File: config.mk
export PLATFORM = sky130hd
export DESIGN_NAME = pc_sequencer
export DESIGN_NICKNAME = d
export VERILOG_FILES = /design/src/rtl/pc_seq_pkg.sv /design/src/rtl/pc_return_stack.sv /design/src/rtl/pc_sequencer.sv
export SDC_FILE = /design/constraint.sdc
export NUM_CORES = 1
export LEC_CHECK = 0
export CORE_UTILIZATION = 65
export CTS_CLUSTER_SIZE = 28
export DETAILED_ROUTE_END_ITERATION = 8
export DONT_BUFFER_PORTS = 1
export PLACE_DENSITY_LB_ADDON = 0.15
export SLEW_MARGIN = 20
export SYNTH_ARGS = -nofsm -noshare
export SYNTH_HDL_FRONTEND = slang
export SYNTH_SLANG_ARGS = --single-unit
export TNS_END_PERCENT = 5
File: constraint.sdc
create_clock -name clk -period 3.55 [get_ports clk]
set_input_delay 0.355 -clock clk [delete_from_list [all_inputs] [get_ports clk]]
set_output_delay 0.355 -clock clk [all_outputs]
set_load 0.02 [all_outputs]
File: src/rtl/pc_seq_pkg.sv
// Shared definitions for the program-counter sequencer: state encoding,
// reset-time constants and the stack occupancy width helper.
package pc_seq_pkg;

    typedef enum logic {
        ST_RUN    = 1'b0,
        ST_HALTED = 1'b1
    } seq_state_t;

    localparam logic [15:0] INT_VECTOR_DEFAULT = 16'h0010;
    localparam int unsigned INSN_BYTES         = 2;

    // Occupancy counter must represent 0..depth inclusive.
    function automatic int unsigned count_width(input int unsigned depth);
        return $clog2(depth) + 1;
    endfunction

endpackage

File: src/rtl/pc_return_stack.sv
// LIFO return-address stack; pushes when full and pops when empty are ignored
// here, with the error reporting left to the caller.
module pc_return_stack
    import pc_seq_pkg::*;
#(
    parameter int unsigned DEPTH = 4,
    parameter int unsigned W     = 16
) (
    input  logic                           clk,
    input  logic                           reset,
    input  logic                           push,
    input  logic                           pop,
    input  logic [W-1:0]                   push_data,
    output logic [W-1:0]                   top,
    output logic [count_width(DEPTH)-1:0]  count,
    output logic                           full,
    output logic                           empty
);

    localparam int unsigned CW = count_width(DEPTH);
    localparam int unsigned AW = $clog2(DEPTH);

    logic [W-1:0]  mem [DEPTH];
    logic [AW-1:0] wr_idx;
    logic [AW-1:0] top_idx;

    assign wr_idx  = count[AW-1:0];
    assign top_idx = AW'(count - CW'(1));
    assign full    = (count == CW'(DEPTH));
    assign empty   = (count == '0);
    assign top     = mem[top_idx];

    always_ff @(posedge clk) begin
        if (reset) begin
            count <= '0;
        end else if (push && !full) begin
            count <= count + CW'(1);
        end else if (pop && !empty) begin
            count <= count - CW'(1);
        end
    end

    // Contents need no reset; only the occupancy count is architectural.
    always_ff @(posedge clk) begin
        if (push && !full) begin
            mem[wr_idx] <= push_data;
        end
    end

endmodule

File: src/rtl/pc_sequencer.sv
// Program counter sequencer with branch/jump/call/return, halt, and a single
// level of interrupt entry using the shared return-address stack.
module pc_sequencer
    import pc_seq_pkg::*;
#(
    parameter int unsigned PC_W        = 16,
    parameter int unsigned BR_IMM_W    = 6,
    parameter int unsigned J_IMM_W     = 12,
    parameter int unsigned STACK_DEPTH = 4,
    parameter logic [15:0] INT_VECTOR  = INT_VECTOR_DEFAULT
) (
    input  logic                                  clk,
    input  logic                                  reset,
    input  logic                                  clk_en,
    input  logic                                  branch_taken,
    input  logic [BR_IMM_W-1:0]                   branch_immediate,
    input  logic                                  jump_taken,
    input  logic                                  jump_link,
    input  logic [J_IMM_W-1:0]                    jump_immediate,
    input  logic                                  return_cmd,
    input  logic                                  halt_cmd,
    input  logic                                  int_enable_cmd,
    input  logic                                  int_disable_cmd,
    input  logic                                  int_req,
    output logic [PC_W-1:0]                       pc,
    output logic                                  halted,
    output logic                                  int_active,
    output logic                                  int_en,
    output logic [count_width(STACK_DEPTH)-1:0]   stack_count,
    output logic                                  stack_overflow,
    output logic                                  stack_underflow
);

    localparam logic [PC_W-1:0] INT_PC = PC_W'(INT_VECTOR);

    seq_state_t      state, state_n;
    logic [PC_W-1:0] pc_n;
    logic            int_en_n, int_active_n;
    logic            ovf_n, unf_n;

    logic [PC_W-1:0] seq;
    logic [PC_W-1:0] br_sext, j_sext;
    logic [PC_W-1:0] br_target, j_target;
    logic            irq;

    logic            push, pop;
    logic [PC_W-1:0] top;
    logic            full, empty;

    assign seq       = pc + PC_W'(INSN_BYTES);
    assign br_sext   = PC_W'($signed(branch_immediate));
    assign j_sext    = PC_W'($signed(jump_immediate));
    assign br_target = seq + {br_sext[PC_W-2:0], 1'b0};
    assign j_target  = seq + {j_sext[PC_W-2:0], 1'b0};
    assign irq       = int_req & int_en & ~int_active;
    assign halted    = (state == ST_HALTED);

    pc_return_stack #(
        .DEPTH (STACK_DEPTH),
        .W     (PC_W)
    ) u_stack (
        .clk       (clk),
        .reset     (reset),
        .push      (push),
        .pop       (pop),
        .push_data (seq),
        .top       (top),
        .count     (stack_count),
        .full      (full),
        .empty     (empty)
    );

    always_ff @(posedge clk) begin
        if (reset) begin
            state           <= ST_RUN;
            pc              <= '0;
            int_en          <= 1'b0;
            int_active      <= 1'b0;
            stack_overflow  <= 1'b0;
            stack_underflow <= 1'b0;
        end else begin
            state           <= state_n;
            pc              <= pc_n;
            int_en          <= int_en_n;
            int_active      <= int_active_n;
            stack_overflow  <= ovf_n;
            stack_underflow <= unf_n;
        end
    end

    always_comb begin
        state_n      = state;
        pc_n         = pc;
        int_en_n     = int_en;
        int_active_n = int_active;
        ovf_n        = stack_overflow;
        unf_n        = stack_underflow;
        push         = 1'b0;
        pop          = 1'b0;

        if (clk_en) begin
            if (irq) begin
                // Entry from HALTED pushes pc+2 too, which equals seq.
                push         = 1'b1;
                pc_n         = INT_PC;
                int_active_n = 1'b1;
                int_en_n     = 1'b0;
                state_n      = ST_RUN;
            end else if (state == ST_RUN) begin
                if (return_cmd) begin
                    if (empty) begin
                        pc_n  = seq;
                        unf_n = 1'b1;
                    end else begin
                        pc_n = top;
                        pop  = 1'b1;
                        if (int_active) begin
                            int_active_n = 1'b0;
                            int_en_n     = 1'b1;
                        end
                    end
                end else if (jump_taken) begin
                    pc_n = j_target;
                    push = jump_link;
                end else if (branch_taken) begin
                    pc_n = br_target;
                end else if (halt_cmd) begin
                    state_n = ST_HALTED;
                end else begin
                    pc_n = seq;
                end

                // Explicit enable/disable commands take precedence over the
                // enable restored by a handler return in the same cycle.
                if (int_disable_cmd) begin
                    int_en_n = 1'b0;
                end else if (int_enable_cmd) begin
                    int_en_n = 1'b1;
                end
            end

            if (push && full) begin
                ovf_n = 1'b1;
            end
        end
    end

endmodule

==> metrics.md <==
| Metric | Value |
|---|---|
| Status | finished, final reports clean |
| Final-report setup violation count | 0 |
| Initial antenna violation count | 0 |
| Clock Pin Slew Worst Setup and Hold Paths | approximately 0.090 ns |
| Via density | between 6 and 7 |
| Worst-Skew Late Latency | 0.36 ns |
| Post-CTS setup repair buffer count | 0 |
| Static Leak | ~2.4 nW |
| Synth Warn # | 0 |
| TritonCTS Sinks | slightly below 90 |
| Min-delay worst type | input pin to flop |
| Max H-tree Level | 3 |
| GR Util All Layers | 0.350 |
| FMAX | about 300 MHz |
| Commonest non-fill, non-tap cells in the layout | 64 x edfxtp_1, 40 x nand2_1, 39 x a21oi_1 |
| Post-synth top area share | 0.336 |
| Fin nets | 620 |
| Largest family of logic cells by synthesized area | compound AO/OA/AOI/OAI gates |
| Routed wire length | about 15,000 microns |
| Post-CTS Hold Buffers | 0 |
| EDFF count, synth | 64 |
| Row count | 33 |
| Area contributors post-synth | edfxtp_1 34%, dfxtp_1 8.4%, ha_1 7.9%, mux4_2 6.3%, a21oi_1 3.4% |
| Cell taking the most area after synthesis | edfxtp_1 |
| Data arrival time of the critical path | 3.66 ns |
| FF/Latch Area | 0.00240 sq mm |
| Max-slew headroom | 0.374 |
| Non-filler instance count after layout | 663 |
| Num CTS Buffers | 9 |
| Crit-path max cell delay | 0.50 ns |
| Vias in the first global route | 4,338 |
| Worst Path Required | 3.80 ns |
| # DRC | 0 |
| Die height | 95.9 microns |
| Core area | approximately 0.0084 sq mm |
| # diodes | 0 |
| Seq/Total Area, Yosys | 0.420 |
| CTS tree | yes |
| Setup tns final | 0 ns |
| Commonest non-fill, non-tap cell in the layout | edfxtp_1 |
| Simple-gate share of the synthesized area | 0.149 |
| I/O pin total | 53 |
| #FFs+latches synth | 88 |
| Max Buffers Root-to-Sink | 2 |
| CTS resizes | 0 |
| Tmin final | roughly 3.4 ns |
| First-pass GRT wire length | around 23,000 microns |
| Peak VDD IR | 0.236 mV |
| Largest net degree at the start of global routing | 29 |
| Hold Violations, Final | 0 |
| 1st-pass router iterations | 5 |
| Hold Slack | 0.0550 ns |
| Root Buffer | clkbuf_8 |
| Period utilization | 0.960 |
| Share of cells above drive strength 1 | 0.147 |
| CP endpoint kind | flop |
| Die width | 95.9 microns |
| Die outline area | 0.00919 sq mm |
| Routability congestion estimate | 0.951 |
| Slew of the pin with the lowest slew margin | about 0.94 ns |
| Synth Area in XOR/XNOR | 0.0413 |
| CP dominant cell by count | a21o_1 |
| Netlist cell types | 74 |
| Placed cells | around 650 |
| Post-synthesis mux area share | 0.0774 |
| Crit-path slowest cell | dfxtp_1 |
| Hpwl dp | ~11,000 microns |
| Fraction of registers with async set/reset | 0 |
| PortBufs | 0 |
| RSZ-0062 raised after global routing | false |
| Max-Cap Viols | 0 |
| Avg WL per Cell | 22.8 microns |
| Post-DRT Antenna Nets | 0 |
| DR iter-0 viols | slightly below 400 |
| Fill cells | 567 |
| Critical path peak fanout | 8 |
| Area of the multi-input gates | 0.00313 sq mm |
| Worst setup SP type | flop |
| Mapped Cells | 536 |
| Area grow syn2layout | 7.76% |
| Syn Std Cell Area | 0.00573 sq mm |
| CP Class | flop to flop |
| Fin Clk Skew | 0.00992 ns |
| Dominant synthesized flop cell | edfxtp_1 |
| Final slew viol count | 0 |
| Initial Utilization | 0.683 |
| Synthesized netlist net count | 603 |
| Grt ovf | 0 |
| DR vias | 4,590 |
| Worst-path cell chain | nand3_2, nor3_2, xnor2_1, inv_1, ha_1, a21o_1, a21o_1, a221oi_1, o41a_1, mux2i_1, o41ai_2 |
| Adder-cell area share of the yosys netlist | 0.0857 |
| Pwr Density | 434 mW/mm^2 |
| Compound-Gate Fraction of Synth Area | 0.193 |
| Syn Area/Cell | 10.7 sq um |
==> layout make-up <==
cell class | count | share of cell area
Clock buffer | 9 | 0.0201
Clock inverter | 7 | 0.0114
Inverter | 24 | 0.0146
Multi-Input combinational cell | 400 | 0.507
Sequential cell | 88 | 0.389
Tap cell | 105 | 0.0213
Timing Repair Buffer | 30 | 0.0365
==> layer usage <==
| layer | share of wire | vias to the layer above | GRT usage |
|---|---|---|---|
| met3 | 0.11 | 39 | 0.0885 |
| met1 | 0.40 | 2187 | 0.458 |
| met4 | 0.029 | 0 | 0.133 |
| li1 | - | 2105 | - |
| met5 | 0 | - | 0 |
| met2 | 0.46 | 259 | 0.560 |
==> Yosys cell counts (10+ instances only) <==
cell type,number
nand2b_1,10
mux4_2,16
nor2_1,32
nand2_1,40
inv_1,24
ha_1,36
xnor2_1,11
nand3_1,13
o21ai_0,35
edfxtp_1,64
dfxtp_1,24
clkbuf_1,15
a21oi_1,39
a21o_1,10
==> logic make-up after synthesis <==
family,Yosys count
buffers and inverters,48
muxes,24
adders and majority gates,38
and+or+nand+nor,153
AOI/OAI and AO/OA,162
xor gates and xnor gates,23
DFF,88
==> stage by stage <==
stage / utilization / total power, mW / area, sq um / worst slack (ns)
2_1_floorplan: - / 1.78 / 5730 / 0.394
3_3_place_gp: 0.713 / 1.96 / 5980 / 0.225
3_5_place_dp: 0.713 / 1.98 / 5980 / 0.234
4_1_cts: 0.736 / 2.66 / 6170 / 0.212
5_1_grt: 0.736 / 2.80 / 6170 / 0.0109
6_report: 0.736 / 2.68 / 6170 / 0.142
==> sequential cells by signal, summed over array words and instances (netlist names) <==
register	count
halted	1
int_active	1
int_en	1
pc	16
stack_overflow	1
stack_underflow	1
u_stack.count	3
u_stack.mem	64
==> where the power goes <==
group / internal [mW] / switching [mW] / total, mW
Clock: 0.327 / 0.372 / 0.699
Combinational: 0.319 / 0.466 / 0.785
Sequential: 1.15 / 0.0464 / 1.20
==> critical path: cells and delay by family, from the launching register on <==
family	cells	cell delay, ns
compound gates	5	1.09
xor+xnor	1	0.24
fa+ha+maj	1	0.41
buf+inv	1	0.22
flops	1	0.50
mux	1	0.27
simple gates	2	0.58
==> final timing paths <==
check / from / end / slack, ns / cells after the start
worst min-delay path: reset / int_en / 0.06 / 1
worst max-delay path: pc[8] / pc[14] / 0.14 / 11
worst max register to register: pc[8] / pc[14] / 0.14 / 11
worst min register to register: pc[8] / pc[8] / 0.60 / 2
No activity file was read; power rests on OpenSTA's default activity.
